**src/rtl/timer_ctrl.sv**
```systemverilog
// Timer sequencer driving an external up-counter: load, prescaled increment, terminal-count irq.
// Define TIMER_CTRL_OVF_EN to build the missed-interrupt (ovf_o) flag.
module timer_ctrl #(
  parameter int unsigned WIDTH     = 8,
  parameter int unsigned PRE_WIDTH = 8
) (
  input  logic                 clk_i,
  input  logic                 rst_i,
  input  logic                 start_i,
  input  logic                 stop_i,
  input  logic                 mode_i,
  input  logic [PRE_WIDTH-1:0] prescale_i,
  input  logic [WIDTH-1:0]     period_i,
  input  logic [WIDTH-1:0]     load_i,
  input  logic [WIDTH-1:0]     cnt_i,
  output logic                 cnt_clr_o,
  output logic                 cnt_en_o,
  output logic                 cnt_we_o,
  output logic [WIDTH-1:0]     cnt_dat_o,
  output logic                 irq_o,
  input  logic                 irq_ack_i,
  output logic                 busy_o,
  output logic                 ovf_o
);

  typedef enum logic [1:0] {StIdle, StLoad, StRun, StDone} state_e;

  state_e               state_q, state_d;
  logic [PRE_WIDTH-1:0] presc_q, presc_d;
  logic                 mode_q, mode_d;
  logic [PRE_WIDTH-1:0] pre_q, pre_d;
  logic [WIDTH-1:0]     period_q, period_d;
  logic [WIDTH-1:0]     load_q, load_d;
  logic                 clr_q, clr_d;
  logic                 en_q, en_d;
  logic                 we_q, we_d;
  logic [WIDTH-1:0]     dat_q, dat_d;
  logic                 irq_q, irq_d;
  logic                 busy_q, busy_d;
  logic                 tick;
  logic                 match;

  // cnt_i is stale while a strobe we issued is still visible, so no compare then.
  assign tick = (state_q == StRun) && (presc_q == pre_q) && !(en_q || we_q);

  always_comb begin
    state_d  = state_q;
    presc_d  = presc_q;
    mode_d   = mode_q;
    pre_d    = pre_q;
    period_d = period_q;
    load_d   = load_q;
    clr_d    = 1'b0;
    en_d     = 1'b0;
    we_d     = 1'b0;
    dat_d    = dat_q;
    match    = 1'b0;
    if (stop_i) begin
      clr_d   = 1'b1;
      state_d = StIdle;
      presc_d = '0;
    end else begin
      case (state_q)
        StIdle, StDone: begin
          if (start_i) begin
            mode_d   = mode_i;
            pre_d    = prescale_i;
            period_d = period_i;
            load_d   = load_i;
            we_d     = 1'b1;
            dat_d    = load_i;
            presc_d  = '0;
            state_d  = StLoad;
          end
        end
        StLoad: begin
          presc_d = '0;
          state_d = StRun;
        end
        StRun: begin
          presc_d = (presc_q == pre_q) ? '0 : presc_q + PRE_WIDTH'(1);
          if (tick) begin
            if (cnt_i == period_q) begin
              match = 1'b1;
              if (mode_q) begin
                we_d  = 1'b1;
                dat_d = load_q;
              end else begin
                state_d = StDone;
              end
            end else begin
              en_d = 1'b1;
            end
          end
        end
        default: state_d = StIdle;
      endcase
    end
    irq_d  = match | (irq_q & ~irq_ack_i);
    busy_d = (state_d == StLoad) || (state_d == StRun);
  end

  always_ff @(posedge clk_i or negedge rst_i) begin
    if (!rst_i) begin
      state_q  <= StIdle;
      presc_q  <= '0;
      mode_q   <= 1'b0;
      pre_q    <= '0;
      period_q <= '0;
      load_q   <= '0;
      clr_q    <= 1'b0;
      en_q     <= 1'b0;
      we_q     <= 1'b0;
      dat_q    <= '0;
      irq_q    <= 1'b0;
      busy_q   <= 1'b0;
    end else begin
      state_q  <= state_d;
      presc_q  <= presc_d;
      mode_q   <= mode_d;
      pre_q    <= pre_d;
      period_q <= period_d;
      load_q   <= load_d;
      clr_q    <= clr_d;
      en_q     <= en_d;
      we_q     <= we_d;
      dat_q    <= dat_d;
      irq_q    <= irq_d;
      busy_q   <= busy_d;
    end
  end

  assign cnt_clr_o = clr_q;
  assign cnt_en_o  = en_q;
  assign cnt_we_o  = we_q;
  assign cnt_dat_o = dat_q;
  assign irq_o     = irq_q;
  assign busy_o    = busy_q;

`ifdef TIMER_CTRL_OVF_EN
  logic ovf_q, ovf_d;

  always_comb begin
    ovf_d = irq_ack_i ? 1'b0 : (ovf_q | (match & irq_q));
  end

  always_ff @(posedge clk_i or negedge rst_i) begin
    if (!rst_i) begin
      ovf_q <= 1'b0;
    end else begin
      ovf_q <= ovf_d;
    end
  end

  assign ovf_o = ovf_q;
`else
  assign ovf_o = 1'b0;
`endif

endmodule

```
**config.mk**
```make
export PLATFORM = sky130hd
export DESIGN_NAME = timer_ctrl
export DESIGN_NICKNAME = d
export VERILOG_FILES = /design/src/rtl/timer_ctrl.sv
export SDC_FILE = /design/constraint.sdc
export NUM_CORES = 1
export LEC_CHECK = 0
export ABC_AREA = 1
export CORE_MARGIN = 1.5
export CORE_UTILIZATION = 45
export CTS_BUF_LIST = sky130_fd_sc_hd__clkbuf_4
export CTS_CLUSTER_SIZE = 28
export DETAILED_ROUTE_END_ITERATION = 8
export PLACE_DENSITY = 0.73
export SKIP_CTS_REPAIR_TIMING = 1
export SLEW_MARGIN = 20
export SYNTH_ARGS = -nofsm -noshare
export SYNTH_HDL_FRONTEND = slang
export SYNTH_SLANG_ARGS = --single-unit
```
**constraint.sdc**
```tcl
create_clock -name clk_i -period 4.16 [get_ports clk_i]
set_input_delay 0.832 -clock clk_i [delete_from_list [all_inputs] [get_ports clk_i]]
set_output_delay 0.832 -clock clk_i [all_outputs]
set_load 0.01 [all_outputs]
```
==> results of run 1 <==
-- layer usage --
| layer | vias to the layer above | GRT usage | part of all wire | routed length (um) |
|---|---|---|---|---|
| met2 | 35 | 0.3088 | 0.51 | 2448 |
| met3 | 4 | 0.03810 | 0.036 | 172 |
| met4 | 0 | 0.06111 | 0.014 | 69 |
| met1 | 914 | 0.2236 | 0.44 | 2149 |
| li1 | 1003 | - | - | - |
| met5 | - | 0 | 0 | 0 |
-- registers in the layout, indices dropped and copies added, names as in the netlist, 2 cells and up --
name and count:
state_q 2, load_q 8, presc_q 8, cnt_dat_o 8
period_q 8, pre_q 8
-- layout make-up --
cell class              count  area, um2  area share
flip-flops and latches     48       1201      0.3925
multi-input cells         192       1057      0.3455
repair buffers             52      513.0      0.1676
inverters                  40      150.1     0.04906
well taps                  70      87.58     0.02862
clock buffers               5      37.54     0.01226
clock inverters             3      13.76    0.004497
-- power groups by stage --
stage / clock (W) / sequential, W / combinational [W]
floorplan: 0 / 0.000750 / 0.000487
global placement: 0 / 0.000747 / 0.000705
detailed placement: 0 / 0.000752 / 0.000724
CTS: 0.000217 / 0.000740 / 0.000729
global route: 0.000240 / 0.000766 / 0.000810
finish: 0.000209 / 0.000741 / 0.000718
-- final timing paths --
path	start	endpoint	depth (start not counted)
min in group clk_i	cnt_dat_o[7]	cnt_dat_o[7]	2
worst max register to register	state_q[0]	cnt_dat_o[4]	10
max in group asynchronous	rst_i	period_q[6]	1
worst max-delay path	stop_i	period_q[3]	4
worst min register to register	cnt_dat_o[7]	cnt_dat_o[7]	2
worst min-delay path	rst_i	presc_q[5]	1
-- cell usage in the layout, fill, tap and decap left out, types with 3 or more instances in the layout --
master / instances
a21oi_1: 8
buf_4: 3
clkbuf_4: 5
clkdlybuf4s50_1: 49
dfrtp_1: 48
ha_1: 3
inv_1: 35
inv_2: 5
mux2_2: 9
nand2_1: 80
nand2_4: 4
nand3_1: 15
nor2_1: 18
o21ai_0: 28
xnor2_1: 8
-- cell families (layout without fill, tap and decap cells) --
kind of cell,after synthesis,count (layout),synth area share
and+or+nand+nor,129,129,0.2458
DFF,48,48,0.4916
buffers and inverters,47,100,0.07578
AOI/OAI and AO/OA,41,41,0.09626
xor gates and xnor gates,9,9,0.03226
muxes,9,9,0.04148
adders and majority gates,3,3,0.01536
other,1,1,0.001535
-- per-stage QoR --
stage / util / worst slack [ns]
after global routing: 0.5917 / 1.580
after CTS: 0.5912 / 1.738
after global placement: 0.5813 / 1.410
final: 0.5917 / 1.754
after detailed placement: 0.5813 / 1.344
after floorplan: - / 2.339
==> impl_metrics.py, run 1 <==
metrics = {
    "status": {
        "status": "completed",
    },
    "placement": {
        "io_buffers": 50,
        "gp_congestion": 0.7853,
        "dp_cells": 402,
        "hpwlAfterDp_um": 3589,
        "placed_area_um2": 3007,
    },
    "floorplan": {
        "die_w_um": 76.69,
        "die_area_um2": 5881,
        "io_pins": 52,
        "fp.dieH_um": 76.69,
        "initial_utilization": 0.4724,
        "core_um2": 5172,
        "placementRows": 26,
    },
    "yosys": {
        "synth_flop_cell": "dfrtp_1",
        "synth_edf_count": 0,
        "avgSynthCellArea_um2": 8.514,
        "yosysMostFrequentCell": "nand2_1",
        "synthTopCellsByCount": "nand2_1 (80), dfrtp_1 (48), inv_1 (35)",
        "yosysWarnings": 0,
        "synthTopCellsByArea": "dfrtp_1 (49%), nand2_1 (12%), o21ai_0 (5.7%), inv_1 (5.4%), mux2_2 (4.1%)",
        "synthesis.area_um2": 2444,
        "async_flop_share": 1.000,
        "syn_nets": 328,
        "synth_top_area_frac": 0.4916,
        "yosys.area.top_type": "dfrtp_1",
        "synth_cell_type_count": 32,
        "synth_seq_area_share": 0.4916,
        "ys_seq_elements": 48,
        "syn_inst": 287,
    },
    "critical_path": {
        "r2r_slack_ns": 1.90,
        "crit_chain": "clkdlybuf4s50_1 -> inv_1 -> nand2_1 -> mux2_2",
        "arrival_ns": 2.66,
        "cp.buffers_inverters": 2,
        "crit_path_end_kind": "flip-flop",
        "crit_type": "in2reg",
        "cpMaxStageDelayCell": "nand2_1",
        "critical_path.top_delay_family": "simple AND/OR/NAND/NOR gates",
        "critPathLaunchType": "input pin",
        "cp_slowest_stage_delay_ns": 0.72,
        "critPathMaxFanout": 28,
        "crit_required_ns": 4.41,
    },
    "sta": {
        "setup_tns_ns": 0,
        "finalSetupViolCount": 0,
        "skew_ns": 0.009668,
        "rsz0062_at_grt": "no",
        "slew_headroom": 0.3659,
        "drv_slew": 0,
        "worst_slew_pin_slew_ns": 0.9489,
        "fmax_mhz": 415.6,
        "fin_crit_sh": 0.5784,
        "holdWs_ns": 0.4680,
        "final.min_clock_period_ns": 2.406,
        "hold_violations": 0,
    },
    "clock_network": {
        "cts_max_level": 2,
        "numCtsBuffers": 5,
        "clk_pin_slew_ns": 0.14,
        "cts.sinks": 48,
        "clk_path_buf_depth": 2,
        "cts_tree": "built",
        "clock_latency_ns": 0.36,
        "root_buffer": "clkbuf_4",
    },
    "grt": {
        "grt-ovfl-total": 0,
        "grt_pass1_vias": 1923,
        "grt_pass1_wl_um": 8459,
        "grt_max_degree": 49,
        "grt_usage": 0.1798,
        "grt_antenna_before_repair": 0,
    },
    "route": {
        "drc": 0,
        "via_count": 1956,
        "routed_wl_um": 4840,
        "drtIter0Drc": 67,
        "drt_pass1_iterations": 4,
        "routedWlPerCell_um": 11.80,
        "ant_nets": 0,
        "routed_via_density": 4.771,
    },
    "final_layout": {
        "fill_cells": 486,
        "n_antenna_cell": 0,
        "stdcell_count": 410,
        "area_growth_pct": 25.24,
        "design_area_um2": 3060,
        "drive_above_1_share": 0.1059,
        "nets": 380,
    },
    "power": {
        "power.density_nw_per_um2": 545.2,
        "p_clk_frac": 0.125,
        "combPwrFrac": 0.431,
        "leakage_nw": 1.472,
        "p_int_w": 0.001029,
        "power_w": 0.001668,
        "swShare": 0.3830,
        "ir_drop_mv": 0.2192,
        "seqPwrFrac": 0.444,
        "p_sw_w": 0.0006391,
    },
    "min_path": {
        "hold_path_class": "in2async",
    },
    "run": {
        "maxCapViolCount": 0,
    },
}
(Power assumes the default switching activity.)
==> inputs of run 2 (changes only) <==
Settings changed: PLACE_DENSITY 0.73 to 0.76.
Clock period 4.16 ns to 2.2 ns, I/O delays scaled along.
==> run 2 against run 1 <==
Clock skew increased by 0.0053 ns. Utilization is 0.58 points higher. Final cell count rose by 0.49%. Critical path depth is 3 lower. Non-clock buffer count rose by 2. Power up 91%. Worst hold slack lost 0.33 ns. First-iteration DRC count up 60%.
==> impl_metrics.py, run 2 (synthesis gave the netlist of run 1 again) <==
metrics = {
    "final_layout": {
        "nets": 382,
        "drive_above_1_share": 0.1111,
        "layout_common_cells": "nand2_1 (80), clkdlybuf4s50_1 (49), dfrtp_1 (48)",
        "area_growth_pct": 26.47,
        "n_antenna_cell": 0,
        "final_common_cell": "nand2_1",
    },
    "min_path": {
        "hold_path_class": "in2async",
    },
    "sta": {
        "worst_slew_pin_slew_ns": 0.6075,
        "fmax_mhz": 568.7,
        "rsz0062_at_grt": "no",
        "drv_slew": 0,
        "skew_ns": 0.01496,
        "fin_crit_sh": 0.7992,
        "final.min_clock_period_ns": 1.758,
        "finalSetupViolCount": 0,
        "worst_slack_ns": 0.4418,
        "hold_violations": 0,
        "slew_headroom": 0.5950,
        "setup_tns_ns": 0,
    },
    "route": {
        "drtIter0Drc": 107,
        "routed_via_density": 4.721,
        "via_count": 1945,
        "ant_nets": 0,
        "routed_wl_um": 4849,
        "routedWlPerCell_um": 11.77,
        "drt_pass1_iterations": 4,
        "drc": 0,
    },
    "critical_path": {
        "crit_path_end_kind": "primary output",
        "cpMaxStageDelayCell": "clkdlybuf4s50_1",
        "crit_required_ns": 1.76,
        "arrival_ns": 1.32,
        "cp.buffers_inverters": 1,
        "critical_path.top_delay_family": "buffers and inverters",
        "critPathMaxFanout": 2,
        "critPathLaunchType": "flip-flop",
        "crit_type": "reg2out",
        "crit_chain": "clkdlybuf4s50_1",
        "cp_slowest_stage_delay_ns": 0.54,
    },
    "clock_network": {
        "clock_latency_ns": 0.38,
        "cts.sinks": 48,
        "clk_pin_slew_ns": 0.15,
        "cts_tree": "built",
        "numCtsBuffers": 5,
        "root_buffer": "clkbuf_4",
        "cts_max_level": 2,
        "clk_path_buf_depth": 2,
    },
    "placement": {
        "gp_congestion": 0.8010,
        "io_buffers": 50,
        "hpwlAfterDp_um": 3680,
        "pre_cts_slack_ns": 0.03634,
    },
    "grt": {
        "grt_usage": 0.1798,
        "grt_antenna_before_repair": 0,
        "grt_pass1_wl_um": 8369,
        "grt_max_degree": 49,
        "grt_pass1_vias": 1880,
        "grt-ovfl-total": 0,
    },
    "floorplan": {
        "fp.dieH_um": 76.69,
        "io_pins": 52,
        "die_w_um": 76.69,
        "core_um2": 5172,
        "placementRows": 26,
        "initial_utilization": 0.4724,
        "die_area_um2": 5881,
    },
    "power": {
        "leakage_nw": 1.480,
        "ir_drop_mv": 0.4473,
        "power.density_nw_per_um2": 1033,
    },
    "status": {
        "status": "completed",
    },
    "run": {
        "maxCapViolCount": 0,
    },
}
-- run 2: metal layers --
metal	track usage	vias to the layer above	wire length [um]
met5	0	-	0
met4	0.06296	0	73
met3	0.04048	6	148
met2	0.3009	32	2380
met1	0.2283	902	2246
li1	-	1005	-
-- run 2: path summary, 6_finish.rpt --
kind | slack (ns) | endpoint | cells after the start | from
setup / recovery | 0.44 | cnt_dat_o[4] | 1 | cnt_dat_o[4]
hold / removal | 0.13 | pre_q[2] | 2 | rst_i
setup reg to reg | 0.45 | pre_q[3] | 7 | state_q[0]
hold reg to reg | 0.50 | load_q[4] | 2 | load_q[4]
max in group asynchronous | 1.65 | cnt_dat_o[7] | 2 | rst_i
min in group clk_i | 0.50 | load_q[4] | 2 | load_q[4]
-- run 2: cell type report --
type / instances / area, um2
Inverter: 40 / 150.1
Clock inverter: 3 / 18.77
Fill cell: 474 / 2082
Multi-Input combinational cell: 192 / 1057
Timing Repair Buffer: 54 / 538.0
Clock buffer: 5 / 37.54
Sequential cell: 48 / 1201
Tap cell: 70 / 87.58
-- run 2: report_power, final --
part,internal (W),switching (W)
clock,0.000121,0.000295
combinational,0.000639,0.000731
sequential,0.00120,0.000201
total,0.00197,0.00123
-- run 2: stage by stage --
stage	util	power (W)	hold slack, ns	cell area, um2	cells
2_1_floorplan	-	0.002338	0.1444	2444	287
3_3_place_gp	0.5866	0.002754	0.4653	3034	404
3_5_place_dp	0.5866	0.002812	0.4611	3034	404
4_1_cts	0.5975	0.003222	0.1573	3090	412
5_1_grt	0.5975	0.003460	0.1626	3090	412
6_report	0.5975	0.003191	0.1341	3090	412
